### src/rtl/multi_channel_line_sum_accumulator.sv
// Per-channel frame accumulator: sums NUM_OF_LINES accepted line sums per channel
// and holds the frame totals under a valid/ready handshake until consumed.
module multi_channel_line_sum_accumulator #(
    parameter int  NUM_CH       = 2,
    parameter int  IN_W         = 18,
    parameter int  NUM_OF_LINES = 480,
    localparam int OUT_W        = IN_W + $clog2(NUM_OF_LINES),
    localparam int CNT_W        = $clog2(NUM_OF_LINES + 1)
) (
    input  logic                    CLK,
    input  logic                    reset,
    input  logic                    sof,
    input  logic                    in_valid,
    output logic                    in_ready,
    input  logic [NUM_CH*IN_W-1:0]  line_sum,
    output logic                    out_valid,
    input  logic                    out_ready,
    output logic [NUM_CH*OUT_W-1:0] frame_sum,
    output logic [CNT_W-1:0]        lines_done,
    output logic                    frame_abort
);

    localparam logic [1:0] IDLE  = 2'd0;
    localparam logic [1:0] ACCUM = 2'd1;
    localparam logic [1:0] HOLD  = 2'd2;

    localparam logic [CNT_W-1:0] LAST_LINE = CNT_W'(NUM_OF_LINES);

    logic [1:0]                   state;
    logic [NUM_CH-1:0][OUT_W-1:0] acc;
    logic [NUM_CH-1:0][OUT_W-1:0] acc_next;
    logic [NUM_CH-1:0][OUT_W-1:0] frame_q;
    logic                         accept;
    logic                         cont;
    logic [CNT_W-1:0]             cnt_next;

    assign in_ready  = (state != HOLD);
    assign accept    = in_valid && in_ready;
    assign frame_sum = frame_q;

    // A line taken in IDLE, or together with sof, starts a new frame: load instead of add.
    assign cont     = (state == ACCUM) && !sof;
    assign cnt_next = cont ? lines_done + CNT_W'(1) : CNT_W'(1);

    always_comb begin
        acc_next = '0;
        for (int k = 0; k < NUM_CH; k++) begin
            acc_next[k] = (cont ? acc[k] : '0) + OUT_W'(line_sum[k*IN_W +: IN_W]);
        end
    end

    always_ff @(posedge CLK or posedge reset) begin
        if (reset) begin
            state       <= IDLE;
            acc         <= '0;
            frame_q     <= '0;
            lines_done  <= '0;
            out_valid   <= 1'b0;
            frame_abort <= 1'b0;
        end else begin
            frame_abort <= sof && (state != IDLE);
            if (accept) begin
                acc        <= acc_next;
                lines_done <= cnt_next;
                if (cnt_next == LAST_LINE) begin
                    state     <= HOLD;
                    frame_q   <= acc_next;
                    out_valid <= 1'b1;
                end else begin
                    state     <= ACCUM;
                    out_valid <= 1'b0;
                end
            end else if (sof || (state == HOLD && out_ready)) begin
                // frame_q is left alone so the last total stays visible after delivery.
                state      <= IDLE;
                acc        <= '0;
                lines_done <= '0;
                out_valid  <= 1'b0;
            end
        end
    end

endmodule

### config.mk
export PLATFORM = sky130hd
export DESIGN_NAME = multi_channel_line_sum_accumulator
export DESIGN_NICKNAME = d
export VERILOG_FILES = /design/src/rtl/multi_channel_line_sum_accumulator.sv
export SDC_FILE = /design/constraint.sdc
export NUM_CORES = 1
export LEC_CHECK = 0
export ABC_AREA = 0
export BUFFER_PORTS_ARGS = -buffer_cell sky130_fd_sc_hd__buf_2
export CORE_MARGIN = 1
export CORE_UTILIZATION = 41
export CTS_CLUSTER_DIAMETER = 50
export DETAILED_ROUTE_END_ITERATION = 12
export GPL_TIMING_DRIVEN = 0
export HOLD_SLACK_MARGIN = 0.12
export PLACE_DENSITY = 0.71
export SYNTH_ARGS = -nofsm -noshare
export SYNTH_HDL_FRONTEND = slang
export SYNTH_SLANG_ARGS = --single-unit
### constraint.sdc
create_clock -name CLK -period 8.2 [get_ports CLK]
set_input_delay 1.64 -clock CLK [delete_from_list [all_inputs] [get_ports CLK]]
set_output_delay 1.64 -clock CLK [all_outputs]
set_load 0.02 [all_outputs]
## Word-level counts from Yosys, hierarchy flattened

Cells that the tools add are included.
W data, S select, Z words.

- Bits of input ports: 41
- Output and inout port bits: 66
- Register bits: 121
- Word-level logic and storage cells: 37

- Add/subtract/negate cells: 3
- Equal/unequal tests: 4
- Multiplexer cells: 13
- Reductions and logical operators: 9

Operators with widths:

| cell | number |
|---|---|
| $mux W54 | 2 |
| $add A27 B18 Y27 | 2 |
| $mux W27 | 2 |
| $mux W9 | 3 |
| $add A9 B1 Y9 const B | 1 |
| $eq A9 B9 Y1 const B | 1 |
| $mux W2 | 3 |
| $logic_and A1 B1 Y1 | 4 |
| $reduce_bool A2 Y1 | 2 |
| $mux W1 | 3 |
| $eq A2 B1 Y1 const B | 1 |
| $eq A2 B2 Y1 const B | 1 |
| $ne A2 B2 Y1 const B | 1 |
| $reduce_and A2 Y1 | 1 |
| $logic_not A1 Y1 | 1 |
| $logic_or A1 B1 Y1 | 1 |

## Logic depth before layout (Yosys ltp)

- Depth after elaboration: 6
- Mapped depth: 16
- Mapped depth without buffers: 12

## Least setup slack after synthesis

Ideal clock, no wire load.

- Kind: in2reg
- Start point: in sof
- End point: reg acc[47] in the netlist's numbering
- Setup time: 69 ps
- Stages on the path: 16
- Required time: 8,131 ps
- Buffers on the path: 4
- Arrival time: 5,325 ps
- Path slack: 2,806 ps
- Path through: nor3b_2 clkbuf_1 clkbuf_1 buf_1 clkbuf_1 and2_1 ha_1 inv_1 fa_1 nand2b_1 a21oi_1 o21ai_1 o21bai_1 a21boi_1 or4b_1 nand3_1

- Longest elaborated chain between the ends: 5
- Elaborated cells on any way between the ends: 7
- Classes of those cells: 1 x add/sub; 2 x mux; 4 x reduce/logical

Ends and longest elaborated chain:

| element | line | source |
|---|---|---|
| start: declaration | 12 | `input logic sof,` |
| $logic_not A1 Y1 | 42 | `assign cont = (state == ACCUM) && !sof;` |
| $logic_and A1 B1 Y1 | 42 |  |
| $mux W27 | 48 | `acc_next[k] = (cont ? acc[k] : '0) + OUT_W'(line_sum[k*IN_W +: IN_W]);` |
| $add A27 B18 Y27 | 48 |  |
| $mux W54 | 62 | `if (accept) begin` |
| end signal: assignment | 63 | `acc <= acc_next;` |
| end: declaration | 30 | `logic [NUM_CH-1:0][OUT_W-1:0] acc;` |

Several ways; a longest one is shown, not always the timed one.
A chain may end at the register's enable or synchronous reset.

## Final worst setup path

Same ends and word-level chain as after synthesis.

==> results.cfg <==
[sta]
clock_skew_ns = 0.009815
rsz0062_at_grt = false
slew_viol_final = 0
whs_ns = 0.4730
layout_worst_path_cycle_share = 0.7984
relSlewSlack = 0.3702
fin_crit_ns = 6.547
hold_violations = 0
worst_pin_slew_ns = 0.9375
finalSetupViolCount = 0
timing.setup.tns_ns = 0
fmax_mhz = 152.7

[die]
rows = 48
core_sq_um = 17360
die_area_sq_um = 18340
die_height_microns = 135.4
num_io_pins = 107
floorplan.initialDensity = 0.4206
die_w_microns = 135.4

[detailed_routing]
drt-initial-drc-count = 488
vias_per_cell = 5.560
wl_per_cell_microns = 16.54
antenna_left = 0
wl_mm = 20.16
vias = 6778
dr.pass1.iters = 5
drc = 0

[clock_tree]
cts.sinks = 120
cts.htree.levels = 4
path_clk_slew_ns = 0.06
clk_latency_ns = 0.43
ctsHoldBuffers = 0
cts_resized = 0
cts_root_buffer = clkbuf_16
clockBufferDepth = 2
cts_tree = done
numCtsBuffers = 17
cts_setup_buffers = 0

[logic_synthesis]
muxShareOfSynthArea = 0.005656
synth-seq-area-share = 0.4114
syn_area_sq_um = 7300
avgSynthCellArea_sq_um = 8.537
synth_async_sr_flop_share = 1.000
synth_warnings = 0
synth-compound-area-share = 0.2144
synth_area_leaders = dfrtp_1 (41%), nand2_1 (8.7%), ha_1 (6.3%)
synth_xor_area_frac = 0.05279
synth_seq_cells = 120
synth_edf_count = 0
synthAdderAreaFrac = 0.06891
synth_top_family_by_area = compound AO/OA/AOI/OAI gates
yosys.area.top_type = dfrtp_1
synth_nets = 935
synth_cells = 855
ys.flop_type = dfrtp_1
ys_types = 64
yosysTopAreaCellShare = 0.4114
synth-simple-area-share = 0.2117

[cells_and_area]
area_growth_pct = 20.26
nFillCells = 1675
final_nets = 1061
final_cell_mix = nand2_1 (170), dfrtp_1 (120), buf_2 (107)
antennaDiodeCount = 0
final_common_cell = nand2_1
layout-drive-gt1-share = 0.1519

[setup_path]
cp_max_fo = 10
endpoint_kind = flop
critical_path_class = in -> reg
startpoint_type = primary input
max_stage_delay_ns = 0.59
crit_top_cell = clkbuf_1
cp_data_required_time_ns = 8.56
worstPathArrival_ns = 6.90
path_cells = buf_2 > nor3b_2 > clkbuf_1 > clkbuf_1 > buf_1 > clkbuf_1 > and2_1 > ha_1 > inv_1 > fa_1 > nand2b_1 > a21oi_1 > o21ai_1 > o21bai_1 > a21boi_1 > or4b_1 > nand3_1
crit_slowest_cell = o21bai_1

[global_routing]
gr-total-overflow = 0
antenna_found_initial = 0
grt_usage = 0.2284
grt_pass1_vias = 6467
grt_pass1_wl_mm = 32.51
grt_max_degree = 97

[pwr]
ir_drop_v = 0.0001371
p_leak_nw = 4.082
p_per_area_nw_per_um2 = 195.4

[placed_design]
numPortBuffers = 106
place_congestion = 0.8978
dp_hpwl_mm = 14.55

[outcome]
status = finished, final reports clean

[run]
cap_violations = 0

[hold_path]
hp-class = reg -> reg
-- power breakdown --
group	total, mW	internal, mW	switching, mW
logic	0.259	0.0924	0.167
registers	0.639	0.623	0.0165
clock network	0.817	0.535	0.282
-- final cells by class --
type / instances / area (sq um) / share of cell area
clock buffers: 18 / 429.2 / 0.04889
repair buffers: 107 / 558.0 / 0.06357
multi-input cells: 677 / 4040 / 0.4602
well taps: 225 / 281.5 / 0.03207
inverters: 18 / 72.57 / 0.008267
plain buffers: 40 / 188.9 / 0.02152
clock inverters: 14 / 205.2 / 0.02338
flip-flops and latches: 120 / 3003 / 0.3421
-- kinds of logic after synthesis --
group,after synthesis
adders and majority gates,39
and+or+nand+nor,326
xor gates and xnor gates,44
buffers and inverters,58
DFF,120
muxes,4
AOI/OAI and AO/OA,264
-- path summary, 6_finish.rpt --
kind                       slack [ns]  depth (start not counted)  startpoint            end
max in group asynchronous        6.30                          3       reset  frame_sum[21]
max reg2reg                      2.51                         16   out_valid        acc[47]
min                              0.47                          2     acc[14]        acc[14]
max                              1.65                         17         sof        acc[47]
min in group asynchronous        1.16                          2       reset  frame_sum[30]
min reg2reg                      0.47                          2     acc[14]        acc[14]
-- worst max-delay path: cells and delay by family --
family	cells	cell delay, ns
buffers and inverters	6	2.04
AOI/OAI and AO/OA	4	1.31
adders and majority gates	2	0.58
and+or+nand+nor	5	1.34
-- per-stage QoR --
step	setup WS, ns	power, mW	instances	utilization	area [sq um]
final	1.653	1.716	1219	0.5058	8778
after global routing	1.328	1.778	1219	0.5058	8778
after CTS	1.774	1.720	1219	0.5058	8778
after detailed placement	1.368	0.9033	1187	0.4692	8144
after global placement	1.364	0.8960	1186	0.4673	8112
after floorplan	2.806	0.8305	855	-	7300
-- flip-flops by register name (all words and copies together) (netlist names) --
register,flops
acc,54
lines_done,9
frame_sum,54
out_valid,1
frame_abort,1
state,1
-- synthesized netlist by cell type (18+ instances only) --
master and instances:
a21oi_1 54, and2_1 41, clkbuf_1 33, dfrtp_1 120, ha_1 37, inv_1 18, nand2_1 170, nand3_1 20
nor2_1 32, o21ai_0 72, o21ai_1 51, xnor2_1 26, xor2_1 18
-- metal layers --
layer	global-route usage	wire length, microns	part of all wire
met4	0.07990	365	0.018
met1	0.2985	9399	0.47
met3	0.05125	1071	0.053
met2	0.3707	9319	0.46
met5	0	0	0
No activity file was read; power rests on OpenSTA's default activity.
